==> config.mk <==
export PLATFORM = sky130hd
export DESIGN_NAME = openddr_bank_scheduler
export DESIGN_NICKNAME = d
export VERILOG_FILES = /design/src/rtl/openddr_bank_scheduler.sv
export SDC_FILE = /design/constraint.sdc
export NUM_CORES = 1
export LEC_CHECK = 0
export BUFFER_PORTS_ARGS = -buffer_cell sky130_fd_sc_hd__buf_2
export CAP_MARGIN = 20
export CORE_MARGIN = 4
export CORE_UTILIZATION = 60
export CTS_BUF_LIST = sky130_fd_sc_hd__clkbuf_8
export DETAILED_ROUTE_END_ITERATION = 8
export HOLD_SLACK_MARGIN = 0.08
export PLACE_DENSITY_LB_ADDON = 0.1
export SYNTH_ARGS = -nofsm -noshare
export SYNTH_HDL_FRONTEND = slang
export SYNTH_SLANG_ARGS = --single-unit
==> constraint.sdc <==
create_clock -name clk -period 6.5 [get_ports clk]
set_input_delay 1.3 -clock clk [delete_from_list [all_inputs] [get_ports clk]]
set_output_delay 1.3 -clock clk [all_outputs]
set_load 0.005 [all_outputs]
==> src/rtl/openddr_bank_scheduler.sv <==
// Per-bank DDR command scheduler: open-page policy, per-bank tRCD/tRAS/tRP timers,
// periodic refresh (PREA -> REF -> tRFC), one registered command per cycle.
module openddr_bank_scheduler #(
  parameter int BANK_WIDTH = 3,
  parameter int ROW_WIDTH  = 16,
  parameter int COL_WIDTH  = 10,
  parameter int CNT_WIDTH  = 16,
  parameter int T_RCD      = 4,
  parameter int T_RAS      = 8,
  parameter int T_RP       = 3,
  parameter int T_RFC      = 10,
  parameter int T_REFI     = 100
) (
  input  logic                        clk,
  input  logic                        rst_n,
  input  logic                        req_valid,
  output logic                        req_ready,
  input  logic                        req_write,
  input  logic [BANK_WIDTH-1:0]       req_bank,
  input  logic [ROW_WIDTH-1:0]        req_row,
  input  logic [COL_WIDTH-1:0]        req_col,
  output logic                        cmd_valid,
  output logic [2:0]                  cmd_type,
  output logic [BANK_WIDTH-1:0]       cmd_bank,
  output logic [ROW_WIDTH-1:0]        cmd_addr,
  output logic [(1<<BANK_WIDTH)-1:0]  bank_open,
  output logic                        ref_busy
);
  localparam int NB = 1 << BANK_WIDTH;
  localparam logic [CNT_WIDTH-1:0] ONE     = CNT_WIDTH'(1);
  localparam logic [CNT_WIDTH-1:0] RCD_LD  = CNT_WIDTH'(T_RCD - 1);
  localparam logic [CNT_WIDTH-1:0] RAS_LD  = CNT_WIDTH'(T_RAS - 1);
  localparam logic [CNT_WIDTH-1:0] RP_LD   = CNT_WIDTH'(T_RP - 1);
  localparam logic [CNT_WIDTH-1:0] RFC_LD  = CNT_WIDTH'(T_RFC - 1);
  localparam logic [CNT_WIDTH-1:0] REFI_LD = CNT_WIDTH'(T_REFI - 1);

  localparam logic [2:0] C_NOP = 3'd0, C_ACT = 3'd1, C_RD = 3'd2, C_WR = 3'd3,
                         C_PRE = 3'd4, C_PREA = 3'd5, C_REF = 3'd6;

  typedef enum logic [2:0] {S_IDLE, S_DECIDE, S_PRE, S_ACT, S_CAS, S_PREA, S_REF, S_RFC} state_t;

  state_t                  r_state;
  logic                    r_live;
  logic                    r_ref_pend;
  logic [CNT_WIDTH-1:0]    r_refcnt;
  logic                    r_wr;
  logic [BANK_WIDTH-1:0]   r_bank;
  logic [ROW_WIDTH-1:0]    r_row;
  logic [COL_WIDTH-1:0]    r_col;
  logic [CNT_WIDTH-1:0]    r_rcd [NB];
  logic [CNT_WIDTH-1:0]    r_ras [NB];
  logic [CNT_WIDTH-1:0]    r_rp  [NB];
  logic [CNT_WIDTH-1:0]    r_rfc;
  logic [ROW_WIDTH-1:0]    r_open_row [NB];
  logic [NB-1:0]           r_bank_open;
  logic                    r_cmd_valid;
  logic [2:0]              r_cmd_type;
  logic [BANK_WIDTH-1:0]   r_cmd_bank;
  logic [ROW_WIDTH-1:0]    r_cmd_addr;

  logic w_any_ras, w_any_rp, w_accept, w_refcnt_zero, w_hit;
  logic w_iss_pre, w_iss_act, w_iss_cas, w_iss_prea, w_iss_ref;

  always_comb begin
    w_any_ras = 1'b0;
    w_any_rp  = 1'b0;
    for (int i = 0; i < NB; i++) begin
      w_any_ras = w_any_ras | (r_ras[i] != '0);
      w_any_rp  = w_any_rp  | (r_rp[i]  != '0);
    end
  end

  assign w_refcnt_zero = (r_refcnt == '0);
  // r_live keeps ready low while reset is held, since the other terms look idle then
  assign req_ready     = r_live && (r_state == S_IDLE) && !r_ref_pend && !w_refcnt_zero;
  assign w_accept      = req_valid && req_ready;
  assign w_hit         = r_bank_open[r_bank] && (r_open_row[r_bank] == r_row);

  assign w_iss_pre  = (r_state == S_PRE)  && (r_ras[r_bank] == '0);
  assign w_iss_act  = (r_state == S_ACT)  && (r_rp[r_bank]  == '0);
  assign w_iss_cas  = (r_state == S_CAS)  && (r_rcd[r_bank] == '0);
  assign w_iss_prea = (r_state == S_PREA) && !w_any_ras;
  assign w_iss_ref  = (r_state == S_REF)  && !w_any_rp;

  assign ref_busy  = r_ref_pend || (r_state == S_PREA) || (r_state == S_REF) || (r_state == S_RFC);
  assign cmd_valid = r_cmd_valid;
  assign cmd_type  = r_cmd_type;
  assign cmd_bank  = r_cmd_bank;
  assign cmd_addr  = r_cmd_addr;
  assign bank_open = r_bank_open;

  // Timers load T-1 on their command and saturate at 0
  always_ff @(posedge clk or negedge rst_n) begin
    if (!rst_n) begin
      for (int i = 0; i < NB; i++) begin
        r_rcd[i] <= '0;
        r_ras[i] <= '0;
        r_rp[i]  <= '0;
      end
      r_rfc <= '0;
    end else begin
      for (int i = 0; i < NB; i++) begin
        if (w_iss_act && (r_bank == BANK_WIDTH'(i))) begin
          r_rcd[i] <= RCD_LD;
          r_ras[i] <= RAS_LD;
        end else begin
          if (r_rcd[i] != '0) r_rcd[i] <= r_rcd[i] - ONE;
          if (r_ras[i] != '0) r_ras[i] <= r_ras[i] - ONE;
        end
        if (w_iss_prea || (w_iss_pre && (r_bank == BANK_WIDTH'(i)))) r_rp[i] <= RP_LD;
        else if (r_rp[i] != '0)                                        r_rp[i] <= r_rp[i] - ONE;
      end
      if (w_iss_ref)          r_rfc <= RFC_LD;
      else if (r_rfc != '0)   r_rfc <= r_rfc - ONE;
    end
  end

  always_ff @(posedge clk or negedge rst_n) begin
    if (!rst_n) begin
      r_state     <= S_IDLE;
      r_live      <= 1'b0;
      r_ref_pend  <= 1'b0;
      r_refcnt    <= REFI_LD;
      r_wr        <= 1'b0;
      r_bank      <= '0;
      r_row       <= '0;
      r_col       <= '0;
      r_bank_open <= '0;
      for (int i = 0; i < NB; i++) r_open_row[i] <= '0;
      r_cmd_valid <= 1'b0;
      r_cmd_type  <= C_NOP;
      r_cmd_bank  <= '0;
      r_cmd_addr  <= '0;
    end else begin
      r_live      <= 1'b1;
      r_cmd_valid <= 1'b0;
      r_cmd_type  <= C_NOP;
      r_cmd_bank  <= '0;
      r_cmd_addr  <= '0;
      r_refcnt    <= w_refcnt_zero ? REFI_LD : (r_refcnt - ONE);
      case (r_state)
        S_IDLE: begin
          if (r_ref_pend) begin
            r_state <= (|r_bank_open) ? S_PREA : S_REF;
          end else if (w_accept) begin
            r_wr    <= req_write;
            r_bank  <= req_bank;
            r_row   <= req_row;
            r_col   <= req_col;
            r_state <= S_DECIDE;
          end
        end
        S_DECIDE: begin
          if (w_hit)                     r_state <= S_CAS;
          else if (r_bank_open[r_bank])  r_state <= S_PRE;
          else                           r_state <= S_ACT;
        end
        S_PRE: if (w_iss_pre) begin
          r_cmd_valid          <= 1'b1;
          r_cmd_type           <= C_PRE;
          r_cmd_bank           <= r_bank;
          r_bank_open[r_bank]  <= 1'b0;
          r_state              <= S_ACT;
        end
        S_ACT: if (w_iss_act) begin
          r_cmd_valid          <= 1'b1;
          r_cmd_type           <= C_ACT;
          r_cmd_bank           <= r_bank;
          r_cmd_addr           <= r_row;
          r_bank_open[r_bank]  <= 1'b1;
          r_open_row[r_bank]   <= r_row;
          r_state              <= S_CAS;
        end
        S_CAS: if (w_iss_cas) begin
          r_cmd_valid <= 1'b1;
          r_cmd_type  <= r_wr ? C_WR : C_RD;
          r_cmd_bank  <= r_bank;
          r_cmd_addr  <= ROW_WIDTH'(r_col);
          r_state     <= S_IDLE;
        end
        S_PREA: if (w_iss_prea) begin
          r_cmd_valid <= 1'b1;
          r_cmd_type  <= C_PREA;
          r_bank_open <= '0;
          r_state     <= S_REF;
        end
        S_REF: if (w_iss_ref) begin
          r_cmd_valid <= 1'b1;
          r_cmd_type  <= C_REF;
          r_state     <= S_RFC;
        end
        S_RFC: if (r_rfc == '0) begin
          r_ref_pend <= 1'b0;
          r_state    <= S_IDLE;
        end
        default: r_state <= S_IDLE;
      endcase
      // A new expiry outranks the clear at the end of tRFC
      if (w_refcnt_zero) r_ref_pend <= 1'b1;
    end
  end
endmodule

---- After elaboration in Yosys (flattened, before gate mapping) ----
Cells that the tools add are included.
Widths: inputs -> output; s select.
word-level totals
  bits in registers ....................... 610
  input port bits ......................... 33
  output and inout port bits .............. 33
  logic and storage cells ................. 335
operators by class
  add/sub/neg operators ................... 26
  magnitude comparators ................... 4
  eq/ne operators ......................... 22
  muxes and demuxes ....................... 109
  bitwise operators ....................... 19
  reduce and logical (&&, ||, !) cells .... 109
operators with widths
  kind                   number
  $mux 16                61
  $sub 16x1->16 const B  26
  $reduce_bool 16->1     25
  $bmux 16 s3            4
  $bwmux 128             1
  $logic_not 16->1       5
  $reduce_bool 2->1      27
  $demux 16 s3           1
  $mux 3                 15
  $pmux 16 s2            1
  $logic_and 1x1->1      28
  $eq 3x3->1 const B     8
  $mux 8                 3
  $pmux 3 s8             1
  $pmux 8 s3             1
  $eq 16x16->1           1
  $pmux 3 s5             1
  $or 1x1->1             14
  $mux 1                 13
  $eq 3x2->1 const B     4
  $logic_or 1x1->1       11
  $mux 10                1
  $ne 2x2->1 const B     5
  $pmux 3 s3             1
  24 further kinds       31

---- Logic depth before layout (Yosys ltp) ----
  depth in word-level cells ............... 12
  gate-level depth with buffers ........... 12
  depth with buffers taken out ............ 10

---- Least setup slack after synthesis ----
Ideal clock, no wire load.
  path kind ............................... register to output
  start point ............................. register r_refcnt[8]
  end point ............................... output req_ready
  data arrival time ....................... 2.014 ns
  required time ........................... 5.200 ns
  slack ................................... 3.186 ns
  stages on the path, launching flop included .. 5
  buffers on the path ..................... 0
  cell sequence ........................... dfrtp_1 -> or4_4 -> or4b_4 -> or3b_4 -> and3_1
on the way
  longest elaborated chain between the ends .. 3
ends and longest elaborated chain
  what                    line  RTL
  start, declared         45    logic [CNT_WIDTH-1:0] r_refcnt;
  start signal, assigned  140   r_refcnt <= w_refcnt_zero ? REFI_LD : (r_refcnt - ONE);
  $logic_not 16->1        73    assign w_refcnt_zero = (r_refcnt == '0);
  $logic_not 1->1         75    assign req_ready = r_live && (r_state == S_IDLE) && !r_ref_pend && !w_refcnt_zero;
  $logic_and 1x1->1       75
  end, declared           17    output logic req_ready,
No other way between the ends.

---- Worst setup path after layout ----
Ends and elaborated chain as after synthesis.

==> results.sh <==
export IMPL_clk_pin_slew_worst_paths_ns=0.06
export IMPL_peakVddDrop_v=0.000246
export IMPL_slowest_delay_ns=0.57
export IMPL_status="finished, final reports clean"
export IMPL_drtAntennaViolNets=0
export IMPL_cts_sinks=610
export IMPL_syn_nets=3047
export IMPL_drcViolationCount=0
export IMPL_viasPerCell=5.78
export IMPL_grt_pass1_vias=22216
export IMPL_worstSetupStartpointType="flop"
export IMPL_n_fill_cell=3791
export IMPL_cts_resized=0
export IMPL_worstHoldStart="r_refcnt[0]$_DFF_PN1_"
export IMPL_synthAdderAreaFrac_pct=1.64
export IMPL_synth_avg_cell_area_um2=10.0
export IMPL_placement_cell_area_mm2=0.0306
export IMPL_pre_cts_ws_ns=2.37
export IMPL_area_growth_pct=10.4
export IMPL_antennaDiodeCount=0
export IMPL_r2r_end="r_open_row[25]$_DFFE_PN0P_"
export IMPL_worstSetupEndpointType="output port"
export IMPL_grt_usage_pct=26.1
export IMPL_reg2regPathDepth=10
export IMPL_layout_common_cells="603 x dfrtp_1, 470 x nor2_1, 382 x nand2_1"
export IMPL_ctsHoldBuffers=0
export IMPL_min_to="r_refcnt[0]$_DFF_PN1_"
export IMPL_cts_setup_buffers=0
export IMPL_r2r_start="r_bank[1]$_DFFE_PN0P_"
export IMPL_fin_nets=3123
export IMPL_synth_simple_gate_area_share_pct=22.7
export IMPL_grt_overflow_total=0
export IMPL_port_buffers=65
export IMPL_cts_tree="done"
export IMPL_relSlewSlack_pct=17.8
export IMPL_numCtsBuffers=100
export IMPL_drv_cap=0
export IMPL_slew_viol_final=0
export IMPL_core_area_mm2=0.0490
export IMPL_muxShareOfSynthArea_pct=6.76
export IMPL_ys_ff_latch=610
export IMPL_hold_path_class="flop to flop"
export IMPL_setup_tns_ns=0
export IMPL_cts_path_max_buffers=3
export IMPL_rows=81
export IMPL_cp_arrival_ns=2.94
export IMPL_drtIter0Drc=1546
export IMPL_die_w_um=231
export IMPL_antenna_found_initial=0
export IMPL_tightest_slew_ns=1.22
export IMPL_finClkSkew_ns=0.0352
export IMPL_wirelength_mm=68.5
export IMPL_synth_xor_area_share_pct=9.56
export IMPL_die_y_um=231
export IMPL_crit_slowest_cell="or4_4"
export IMPL_final_cells=3795
export IMPL_path_cells="or4_4, or4b_4, or3b_4, and3_1, buf_2"
export IMPL_initial_utilization_pct=60.8
export IMPL_dp_cells=3607
export IMPL_layout_commonest_cell="dfrtp_1"
export IMPL_regToRegSetupSlack_ns=2.33
export IMPL_crit_start="r_refcnt[8]$_DFF_PN0_"
export IMPL_syn_area_mm2=0.0298
export IMPL_cp_max_fo=5
export IMPL_first_pass_iters=5
export IMPL_clk_latency_ns=0.70
export IMPL_ys_flop_type="dfrtp_1"
export IMPL_htree_levels=3
export IMPL_grt_max_degree=174
export IMPL_synth_edff_count=0
export IMPL_synth_cell_types=84
export IMPL_synth_compound_area_share_pct=5.26
export IMPL_path_class="flop to output port"
export IMPL_syn_inst=2975
export IMPL_leakagePower_nw=15.1
export IMPL_synth_warnings=0
export IMPL_rsz0062_at_grt="no"
export IMPL_min_path_cells=1
export IMPL_dr_total_vias=21917
export IMPL_hold_viol_final=0
export IMPL_clock_fmax_mhz=236
export IMPL_grt_pass1_wl_mm=114
export IMPL_drive_gt1_share_pct=13.5
export IMPL_ios=66
export IMPL_finalPower_mw=15.0
export IMPL_finalCritPeriodShare_pct=65.2
export IMPL_period_needed_ns=4.24
export IMPL_setup_slack_ns=2.26
export IMPL_dp_hpwl_mm=44.9
export IMPL_stdcell_area_mm2=0.0328
export IMPL_setup_viol=0
export IMPL_async_reset_ff_share_pct=100
export IMPL_root_buffer="clkbuf_8"
export IMPL_dieArea_mm2=0.0532
export IMPL_crit_required_ns=5.20
export IMPL_place_gp_congestion=0.873
export IMPL_power_density_mw_per_mm2=458
export IMPL_synth_seq_area_share_pct=51.3
export IMPL_wl_per_cell_um=18.0
export IMPL_synth_top_family_by_area="simple AND/OR/NAND/NOR gates"
stage by stage:
stage               util, %  hold WS, ns
detailed placement     62.6        0.448
floorplan                 -        0.436
global placement       62.6        0.446
global route           67.1        0.478
CTS                    66.9        0.462
finish                 67.1        0.458
how the worst max path moves through the flow:
stage	slack [ns]	end
final	2.26	req_ready
after global routing	2.14	req_ready
after CTS	2.20	req_ready
after detailed placement	2.37	r_open_row[25]$_DFFE_PN0P_
after global placement	2.36	r_open_row[25]$_DFFE_PN0P_
after floorplan	3.19	req_ready
state kept, by name (all words and copies together) (netlist names), 8 cells and up:
| signal | cells |
|---|---|
| bank_open | 8 |
| cmd_addr | 16 |
| r_col | 10 |
| r_open_row | 128 |
| r_ras | 128 |
| r_rcd | 128 |
| r_refcnt | 16 |
| r_rfc | 16 |
| r_row | 16 |
| r_rp | 128 |
per-layer routing:
| metal | GRT usage, % | wire, um |
|---|---|---|
| met1 | 35.4 | 30100 |
| met2 | 43.4 | 33100 |
| met3 | 4.54 | 3410 |
| met4 | 8.18 | 1880 |
| met5 | 0 | 0 |
area by class of cell:
| cell class | count | area [um2] | share of cell area, % |
|---|---|---|---|
| sequential | 610 | 15300 | 46.5 |
| multi-input combinational | 2169 | 13700 | 41.7 |
| clock buffer | 129 | 1780 | 5.41 |
| tap | 664 | 831 | 2.53 |
| timing repair buffer | 95 | 673 | 2.05 |
| clock inverter | 53 | 329 | 1.00 |
| inverter | 75 | 282 | 0.857 |
worst max-delay path, delay by kind of cell (launching register included):
kind | cells | cell delay (ns)
buffers and inverters | 1 | 0.12
and+or+nand+nor | 4 | 1.72
DFF | 1 | 0.41
kinds of logic after synthesis:
logic type                 count (synthesis)
muxes                                    156
AOI/OAI and AO/OA                        239
xor gates and xnor gates                 325
other                                      1
adders and majority gates                 39
DFF                                      610
and+or+nand+nor                         1409
buffers and inverters                    196
cells in the mapped netlist (4+ instances only):
master,number,area share [%]
or4_1,32,0.81
a211oi_1,5,0.13
and2_1,23,0.48
nor3_1,116,2.0
xnor2_1,200,5.9
or3_1,59,1.2
a22o_1,10,0.29
o211ai_1,7,0.18
nor2_2,4,0.084
xor2_1,125,3.7
and3_1,17,0.36
nor4_2,4,0.17
nor4_1,86,1.8
dfstp_2,4,0.35
o41ai_1,11,0.32
o31ai_1,10,0.25
mux2_2,100,3.8
buf_1,5,0.063
a21oi_4,7,0.38
nand2_1,382,4.8
buf_2,44,0.74
nor2_1,470,5.9
or2_2,7,0.15
nand3_1,67,1.1
ha_1,39,1.6
nor4b_1,4,0.12
nand3b_1,8,0.20
a31oi_1,8,0.17
nor2b_1,16,0.34
nor3b_1,18,0.45
mux4_2,26,2.0
nand2b_1,28,0.59
dfrtp_1,606,51
a21o_1,4,0.10
nand4_1,31,0.65
inv_1,75,0.95
mux2i_1,30,1.0
a21oi_1,71,1.2
a22oi_1,4,0.10
o21ai_0,66,1.1
nand4b_1,5,0.15
clkbuf_1,68,0.86
report_power, final:
| group | internal, mW | total [mW] | switching (mW) |
|---|---|---|---|
| Clock | 1.90 | 3.45 | 1.54 |
| Sequential | 5.24 | 6.83 | 1.58 |
| Combinational | 2.09 | 4.77 | 2.68 |
| Total | 9.24 | 15.0 | 5.81 |
(Power assumes the default switching activity.)
